--- src/rtl/quad_pkg.sv ---
// Shared types and the quadrature transition decoder for the speed meter.
package quad_pkg;

    typedef enum logic [1:0] {
        STEP_NONE,
        STEP_FWD,
        STEP_REV,
        STEP_ERR
    } step_t;

    localparam int unsigned INHIBIT_CYCLES = 3;

    // {A,B} pairs: forward walks 00 -> 10 -> 11 -> 01 -> 00
    function automatic step_t quad_decode(input logic [1:0] prev_ab, input logic [1:0] cur_ab);
        step_t s;
        case ({prev_ab, cur_ab})
            4'b00_10, 4'b10_11, 4'b11_01, 4'b01_00: s = STEP_FWD;
            4'b00_01, 4'b01_11, 4'b11_10, 4'b10_00: s = STEP_REV;
            4'b00_11, 4'b11_00, 4'b10_01, 4'b01_10: s = STEP_ERR;
            default:                                 s = STEP_NONE;
        endcase
        return s;
    endfunction

endpackage

--- src/rtl/quad_channel.sv ---
// One encoder channel: synchronizer, history, x4 decode, saturating
// windowed accumulator with sticky sat/err flags and latched results.
module quad_channel
    import quad_pkg::*;
#(
    parameter int unsigned CNT_W = 8
) (
    input  logic                    clk,
    input  logic                    reset,
    input  logic                    enc_a,
    input  logic                    enc_b,
    input  logic                    dec_en,
    input  logic                    tc,
    input  logic                    clr,
    output logic signed [CNT_W-1:0] speed,
    output logic                    sat,
    output logic                    err
);

    localparam logic signed [CNT_W:0]   LIMIT     = {2'b00, {(CNT_W-1){1'b1}}};
    localparam logic signed [CNT_W:0]   NEG_LIMIT = -LIMIT;
    localparam logic signed [CNT_W:0]   ONE       = (CNT_W+1)'(1);
    localparam logic signed [CNT_W-1:0] MAX_CNT   = LIMIT[CNT_W-1:0];
    localparam logic signed [CNT_W-1:0] MIN_CNT   = NEG_LIMIT[CNT_W-1:0];

    logic [1:0] sync1;
    logic [1:0] sync2;
    logic [1:0] hist;

    logic signed [CNT_W-1:0] acc;
    logic signed [CNT_W-1:0] acc_next;
    logic signed [CNT_W:0]   sum;
    logic                    clip;
    logic                    win_sat;
    logic                    win_err;
    step_t                   step;

    always_ff @(posedge clk) begin
        if (reset) begin
            sync1 <= '0;
            sync2 <= '0;
            hist  <= '0;
        end else begin
            sync1 <= {enc_a, enc_b};
            sync2 <= sync1;
            hist  <= sync2;
        end
    end

    always_comb begin
        step = dec_en ? quad_decode(hist, sync2) : STEP_NONE;
        sum  = {acc[CNT_W-1], acc};
        if (step == STEP_FWD) begin
            sum = sum + ONE;
        end else if (step == STEP_REV) begin
            sum = sum - ONE;
        end
        clip     = 1'b0;
        acc_next = sum[CNT_W-1:0];
        if (sum > LIMIT) begin
            acc_next = MAX_CNT;
            clip     = 1'b1;
        end else if (sum < NEG_LIMIT) begin
            acc_next = MIN_CNT;
            clip     = 1'b1;
        end
    end

    always_ff @(posedge clk) begin
        if (reset) begin
            acc     <= '0;
            win_sat <= 1'b0;
            win_err <= 1'b0;
            speed   <= '0;
            sat     <= 1'b0;
            err     <= 1'b0;
        end else if (clr) begin
            acc     <= '0;
            win_sat <= 1'b0;
            win_err <= 1'b0;
        end else if (tc) begin
            // the terminal-cycle step is folded into the published window
            speed   <= acc_next;
            sat     <= win_sat | clip;
            err     <= win_err | (step == STEP_ERR);
            acc     <= '0;
            win_sat <= 1'b0;
            win_err <= 1'b0;
        end else begin
            acc     <= acc_next;
            win_sat <= win_sat | clip;
            win_err <= win_err | (step == STEP_ERR);
        end
    end

endmodule

--- src/rtl/quad_speed_meter.sv ---
// Multi-channel quadrature speed meter: shared gate window, decode inhibit
// and valid strobe around NUM_CH quad_channel instances.
module quad_speed_meter
    import quad_pkg::*;
#(
    parameter int unsigned NUM_CH = 4,
    parameter int unsigned CNT_W  = 8,
    parameter int unsigned WINDOW = 60000
) (
    input  logic                    clk,
    input  logic                    reset,
    input  logic                    enable,
    input  logic [NUM_CH-1:0]       enc_a,
    input  logic [NUM_CH-1:0]       enc_b,
    output logic [NUM_CH*CNT_W-1:0] speed,
    output logic [NUM_CH-1:0]       sat,
    output logic [NUM_CH-1:0]       err,
    output logic                    valid
);

    localparam int unsigned     WIN_W = $clog2(WINDOW);
    localparam int unsigned     INH_W = $clog2(INHIBIT_CYCLES + 1);
    localparam logic [WIN_W-1:0] LAST = WIN_W'(WINDOW - 1);

    logic [WIN_W-1:0] win_cnt;
    logic [INH_W-1:0] inh_cnt;
    logic             tc;
    logic             dec_en;

    assign tc     = enable && (win_cnt == LAST);
    assign dec_en = enable && (inh_cnt == '0);

    // inhibit reloads whenever the gate is closed, masking stale sync data
    always_ff @(posedge clk) begin
        if (reset) begin
            win_cnt <= '0;
            inh_cnt <= INH_W'(INHIBIT_CYCLES);
            valid   <= 1'b0;
        end else begin
            valid <= tc;
            if (!enable) begin
                win_cnt <= '0;
                inh_cnt <= INH_W'(INHIBIT_CYCLES);
            end else begin
                win_cnt <= tc ? '0 : win_cnt + WIN_W'(1);
                if (inh_cnt != '0) begin
                    inh_cnt <= inh_cnt - INH_W'(1);
                end
            end
        end
    end

    for (genvar i = 0; i < NUM_CH; i++) begin : g_ch
        quad_channel #(
            .CNT_W(CNT_W)
        ) u_ch (
            .clk   (clk),
            .reset (reset),
            .enc_a (enc_a[i]),
            .enc_b (enc_b[i]),
            .dec_en(dec_en),
            .tc    (tc),
            .clr   (!enable),
            .speed (speed[i*CNT_W +: CNT_W]),
            .sat   (sat[i]),
            .err   (err[i])
        );
    end

endmodule

--- config.mk ---
export PLATFORM = sky130hd
export DESIGN_NAME = quad_speed_meter
export DESIGN_NICKNAME = d
export VERILOG_FILES = /design/src/rtl/quad_pkg.sv /design/src/rtl/quad_channel.sv /design/src/rtl/quad_speed_meter.sv
export SDC_FILE = /design/constraint.sdc
export NUM_CORES = 1
export LEC_CHECK = 0
export ABC_AREA = 1
export CAP_MARGIN = 15
export CELL_PAD_IN_SITES_DETAIL_PLACEMENT = 1
export CELL_PAD_IN_SITES_GLOBAL_PLACEMENT = 1
export CORE_MARGIN = 4
export CORE_UTILIZATION = 39
export DETAILED_ROUTE_END_ITERATION = 8
export DONT_BUFFER_PORTS = 1
export MAX_ROUTING_LAYER = met4
export PLACE_DENSITY = 0.7
export SYNTH_ARGS = -nofsm -noshare
export SYNTH_HDL_FRONTEND = slang
export SYNTH_SLANG_ARGS = --single-unit
--- constraint.sdc ---
create_clock -name clk -period 2.6 [get_ports clk]
set_clock_uncertainty 0.15 [all_clocks]
set_input_delay 0.52 -clock clk [delete_from_list [all_inputs] [get_ports clk]]
set_output_delay 0.52 -clock clk [all_outputs]
set_load 0.02 [all_outputs]
# Word level (Yosys, flattened, before mapping)
# Memory sizes are Yosys's and may differ from the RTL's. A register that Yosys moved wholly into a read port is not among the register bits.
# Index checks and enable logic that the tools add are counted.
[classes] reduce_logical=7 n_eq_ne=13 bitwise=9 n_lt_le_gt_ge=8 n_addsub=10 muxes=32
[op_table] op="9-bit two-way mux" n=8
[op_table] op="8-bit two-way mux" n=8
[op_table] op="8-bit by 2-bit adder with 9-bit output (second input constant)" n=4
[op_table] op="9-bit by 8-bit > comparator with 1-bit output (second input constant)" n=4
[op_table] op="9-bit by 8-bit < comparator with 1-bit output (second input constant)" n=4
[op_table] op="8-bit by 2-bit subtractor with 9-bit output (second input constant)" n=4
[op_table] op="16-bit by 1-bit adder with 16-bit output (second input constant)" n=1
[op_table] op="16-bit == test (second input constant)" n=1
[op_table] op="2-bit == test (second input constant)" n=8
[op_table] op="4-bit two-way mux" n=4
[op_table] op="2-bit by 1-bit == test with 1-bit output (second input constant)" n=4
[op_table] op="1-bit two-way mux" n=8
[op_table] op="2-bit two-way mux" n=4
[op_table] op="1-bit bitwise OR" n=8
[op_table] op="3-bit OR reduction" n=1
[op_table] op="1-bit logical AND" n=2
[op_table] op="2-bit logical NOT" n=1
[op_table] op="2-bit AND reduction" n=1
[op_table] op="2-bit nonzero test" n=1
[op_table] op="2-bit OR reduction" n=1
[op_table] op="2-bit by 1-bit subtractor with 2-bit output (second input constant)" n=1
[op_table] op="1-bit NOT" n=1
[word_totals] regBits=115 elab_cells=118 output_inout_bits=41 in_bits=11 romBits=128 mem_count=4
[memory_table] memory="(no name shown)" words=16 width=2 rd=1 rd_clocked_by_memory_dff=1 wr=0 line="quad_pkg.sv:16" source="case ({prev_ab, cur_ab})"
[memory_table] memory="(no name shown)" words=16 width=2 rd=1 rd_clocked_by_memory_dff=1 wr=0 line="quad_pkg.sv:16"
[memory_table] memory="(no name shown)" words=16 width=2 rd=1 rd_clocked_by_memory_dff=1 wr=0 line="quad_pkg.sv:16"
[memory_table] memory="(no name shown)" words=16 width=2 rd=1 rd_clocked_by_memory_dff=1 wr=0 line="quad_pkg.sv:16"

# Depth between registers and ports, before layout
[depth] depth_word=10 depth_mapped=19

# Cells and area by module
# A second synthesis with hierarchy kept.
[unflattened] cells_unflattened=976 hier_area_um2=6537.5
[by_module_without_submodules] module="quad_channel (g_ch[2].u_ch ...)" seq_area_each_um2=520.5 instances=2 area_each_um2=1398.8 cells_each=203
[by_module_without_submodules] module="quad_channel (g_ch[0].u_ch ...)" seq_area_each_um2=520.5 instances=2 area_each_um2=1375.1 cells_each=214
[by_module_without_submodules] module="quad_speed_meter" seq_area_each_um2=380.4 instances=1 area_each_um2=989.7 cells_each=142

# Worst setup path after synthesis
# OpenSTA, ideal clock, no wires.
[synth_timing] path_type="reg2reg" startpoint="register inh_cnt[0]" endpoint="register g_ch[1].u_ch.speed[6]" path_buffers=1 path_stages_with_launch=19 required_ns=2.341 setup_time_ns=0.109 period_less_slack_ns=2.128 arrival_time_ns=1.869 setup_slack_ns=0.472 cell_sequence="dfxtp_1 inv_1 ha_1 nand2_4 nor2_8 nand2_2 o21ai_2 inv_1 nand2_1 nand2_1 inv_1 nand3_1 nand2_1 nand2_1 buf_6 nand2_2 nand3_1 nand2_1 inv_1"
[synth_between] elab_chain_len=9 elab_cells_between_ends=11
[synth_rtl] item="start: declaration" line="quad_speed_meter.sv:26" source="logic [INH_W-1:0] inh_cnt;"
[synth_rtl] item="start signal: assignment" line="quad_speed_meter.sv:37" source="inh_cnt <= INH_W'(INHIBIT_CYCLES);"
[synth_rtl] item="start signal: assignment" line="quad_speed_meter.sv:43" source="inh_cnt <= INH_W'(INHIBIT_CYCLES);"
[synth_rtl] item="start signal: assignment" line="quad_speed_meter.sv:47" source="inh_cnt <= inh_cnt - INH_W'(1);"
[synth_rtl] item="2-bit logical NOT (*)" line="quad_speed_meter.sv:31" source="assign dec_en = enable && (inh_cnt == '0);"
[synth_rtl] item="1-bit logical AND (*)" line="quad_speed_meter.sv:31"
[synth_rtl] item="2-bit two-way mux (*)" line="quad_channel.sv:51" source="step = dec_en ? quad_decode(hist, sync2) : STEP_NONE;"
[synth_rtl] item="2-bit == test" line="quad_channel.sv:55" source="end else if (step == STEP_REV) begin"
[synth_rtl] item="9-bit two-way mux" line="quad_channel.sv:55"
[synth_rtl] item="9-bit two-way mux (*)" line="quad_channel.sv:53" source="if (step == STEP_FWD) begin"
[synth_rtl] item="9-bit by 8-bit < comparator with 1-bit output" line="quad_channel.sv:63" source="end else if (sum < NEG_LIMIT) begin"
[synth_rtl] item="8-bit two-way mux" line="quad_channel.sv:63"
[synth_rtl] item="8-bit two-way mux (*)" line="quad_channel.sv:60" source="if (sum > LIMIT) begin"
[synth_rtl] item="end signal: assignment" line="quad_channel.sv:83" source="speed <= acc_next;"
[synth_rtl] item="end: declaration" line="quad_channel.sv:15" source="output logic signed [CNT_W-1:0] speed,"
# Every way passes the cells marked *; elsewhere a longest branch is shown, timed or not.
# A chain may end at the register's enable or synchronous reset.

# Worst setup path in the final report
[layout_timing] startpoint="register g_ch[2].u_ch.acc[1]" endpoint="register g_ch[2].u_ch.acc[1]"
[layout_between] elab_chain_len=6 elab_cells_between_ends=8
[layout_rtl] item="start: declaration" line="quad_channel.sv:30" source="logic signed [CNT_W-1:0] acc;"
[layout_rtl] item="start signal: assignment" line="quad_channel.sv:90" source="acc <= acc_next;"
[layout_rtl] item="8-bit by 2-bit subtractor with 9-bit output" line="quad_channel.sv:56" source="sum = sum - ONE;"
[layout_rtl] item="9-bit two-way mux" line="quad_channel.sv:55"
[layout_rtl] item="9-bit two-way mux (*)" line="quad_channel.sv:53"
[layout_rtl] item="9-bit by 8-bit < comparator with 1-bit output" line="quad_channel.sv:63"
[layout_rtl] item="8-bit two-way mux" line="quad_channel.sv:63"
[layout_rtl] item="8-bit two-way mux (*)" line="quad_channel.sv:60"
# Marks and branches as above.

==> impl_metrics.toml <==
[global_routing]
overflow = 0
grt_pass1_vias = 6090
grt_use_total_pct = 20.7
grt_start_max_net_pins = 43
antenna_found_initial = 0
grt_pass1_wl_um = 29900

[die]
core_um2 = 16100
fp.dieW_um = 137
rows = 46
die_y_um = 137
start_util_pct = 40.3
io-pin-count = 52
dieArea_um2 = 18800

[synth]
yosys.area_share.simple_pct = 38.1
syn_area_um2 = 6500
synth_top_family_by_area = "simple AND/OR/NAND/NOR gates"
ys_seq_area_share_pct = 37.9
ys_ff_latch = 123
yosys_warnings = 0
synthAdderAreaFrac_pct = 1.92
synth_top_area_share_pct = 37.9
synth.most_common_cell = "nand2_1"
syn_inst = 987
synth_edf_count = 0
synthFlopType = "dfxtp_1"
synth_compound_area_share_pct = 8.70
synth_area_leaders = "dfxtp_1, nand2_1, inv_1"
avgSynthCellArea_um2 = 6.59
synth_xor_xnor_area_share_pct = 1.06
muxShareOfSynthArea_pct = 0
syn_nets = 1008
synth_top_area_cell = "dfxtp_1"
async_flop_share_pct = 0
netlist-cell-type-count = 44
synthTopCellsByCount = "nand2_1, inv_1, nor2_1, dfxtp_1, nand3_1"

[layout]
multi_input_area_um2 = 3270
insertedDiodeCount = 0
area_growth_pct = 13.4
register_area_um2 = 2460
fin_nets = 1009
drive_gt1_share_pct = 10.2
stdcell_count = 1217
fill_cells = 2142

[drt]
wl_um = 17700
drc_errors = 0
ant_nets = 0
avgRoutedWirePerCell_um = 14.6
drt_first_pass_iters = 7
drt-vias-per-instance = 4.87
drt_iter0_markers = 212
num_vias = 5929

[sta]
fin_crit_sh_pct = 90.4
rsz0062_at_grt = "no"
max_slew_margin_pct = 64.8
setup_viol = 0
tns_ps = 0
min_period_ps = 2350
worstMarginPinSlew_ps = 528
final_max_slew_viol_count = 0
finalHoldViolations = 0
max_freq_ghz = 0.426

[min_path]
min_to = "g_ch[2].u_ch.sync1[0]"
worstHoldPathType = "in -> reg"
min_path_cells = 1
hp-start = "reset"

[worst_setup_path]
required_ps = 2780
r2r-end = "g_ch[2].u_ch.acc[1]"
crit_start = "g_ch[2].u_ch.acc[1]"
start_kind = "register"
crit_path_end_kind = "register"
worstSetupPathType = "reg -> reg"
r2r_slack_ps = 250
worstPathArrival_ps = 2530
timing.rr.start = "g_ch[2].u_ch.acc[1]"
reg2reg_depth = 9
crit_path_max_fanout = 12

[cts]
root_buffer = "clkbuf_16"
cts.clk_slew.worst_paths_ps = 50
cts_tree = "yes"
cts_sinks = 123
clock_latency_ps = 420
h-tree-depth = 4
cts_max_path_buffers = 2
cts_buffers = 17

[job]
maxCapViolations = 0

[outcome]
outcome = "completed"

[power]
swShare_pct = 21.5
clkPwrFrac_pct = 55.3
p_leak_nw = 3.56
ir_worst_vdd_uv = 544
intPower_mw = 3.59
power.switching_mw = 0.982
pwr-share-comb_pct = 2.4
pwr-share-seq_pct = 42.3
cellPowerDensity_nw_per_um2 = 620

[placed_design]
hpwl_um = 12700
portBuffers = 0
place_congestion = 0.831
placed_cells = 1182
[registers in the layout, summed over array words and instances, names as in the netlist, named ones only]
name               cells
valid                  1
g_ch.u_ch.acc         32
g_ch.u_ch.win_err      4
g_ch.u_ch.sat          4
g_ch.u_ch.err          4
g_ch.u_ch.win_sat      4
g_ch.u_ch.sync2        8
inh_cnt                2
win_cnt               16
g_ch.u_ch.speed       32
g_ch.u_ch.sync1        8
[cell type report]
cell class              count  area share, %
flip-flops and latches    123           33.4
clock inverters            12           2.31
clock buffers              20           6.19
multi-input cells         672           44.3
repair buffers             16           2.05
inverters                 158           8.04
well taps                 216           3.67
[placed cells by master, fill, tap and decap left out, types with 3 or more instances in the layout]
master      netlist  routed
dfxtp_1         123     123
inv_1           151     151
o21ai_0          32      31
clkinv_2          0       4
nand2_2          17      18
clkinvlp_4        0       4
nand2_1         267     266
nor2_4            6       7
nor3_1           15      15
a21oi_1          43      43
o21ai_1           5       6
nor2_1          138     138
nand4_1          14      14
a31oi_1          12      12
nand3_2           3       3
ha_1             10       9
inv_2             6       6
bufinv_16         0       4
buf_4             9      12
xor2_1            6       6
nand3_1          73      73
clkbuf_16         0      17
[per-stage QoR]
stage | total power [mW] | hold WS, ps | setup WS [ps] | util (%) | area (um2)
finish | 4.57 | 18.4 | 250 | 45.8 | 7370
detailed placement | 2.08 | 290 | 105 | 41.5 | 6690
global placement | 2.08 | 280 | 164 | 41.5 | 6690
global route | 4.73 | 8.57 | 9.61 | 45.8 | 7370
floorplan | 2.06 | 268 | 472 | - | 6500
CTS | 4.63 | 1.66 | 93.6 | 45.5 | 7330
[how the worst max path moves through the flow]
stage | endpoint | slack (ps) | depth (start not counted)
2_1_floorplan | g_ch[1].u_ch.speed[6] | 470 | 18
4_1_cts | g_ch[3].u_ch.speed[5] | 90 | 16
5_1_grt | g_ch[1].u_ch.speed[5] | 10 | 18
3_5_place_dp | g_ch[3].u_ch.speed[2] | 110 | 18
3_3_place_gp | g_ch[0].u_ch.speed[1] | 160 | 17
6_report | g_ch[2].u_ch.acc[1] | 250 | 9
[critical path, stage by stage (launching register included)]
cell	delay (ps)
dfxtp_1	420
ha_1	280
nand2_1	80
nor3_1	260
a21oi_1	120
o22ai_1	270
inv_1	110
nor2_1	200
inv_2	140
a21oi_1	230
[metal layers]
metal  GRT usage, %  wire length, um
met5              -                0
met4           6.43              267
met3           4.15              622
met2           33.8             8410
met1           25.9             8420
[cells by family (layout without fill, tap and decap cells)]
kind of cell,Yosys count,after routing
buffers and inverters,192,206
XOR/XNOR,7,7
AND/OR/NAND/NOR,553,553
adder cells (fa/ha/maj),10,10
AO/OA/AOI/OAI,102,102
flip-flops,123,123
[power groups by stage]
stage               Sequential [mW]  Combinational [mW]  Clock, mW
floorplan                      1.97              0.0901          0
global placement               1.97               0.104          0
detailed placement             1.97               0.106          0
CTS                            1.93               0.109       2.59
global route                   1.94               0.126       2.67
finish                         1.93               0.108       2.53
[what timing repair did]
| item | 4_1_cts | 5_1_grt |
|---|---|---|
| resized for setup | 0 | 7 |
| endpoints found under the setup margin | 0 | 58 |
| hold endpoints to repair | 4 | 0 |
| buffers inserted | 0 | 2 |
| hold buffers | 1 | 0 |
Note: power is estimated with default switching activity, not from simulation.
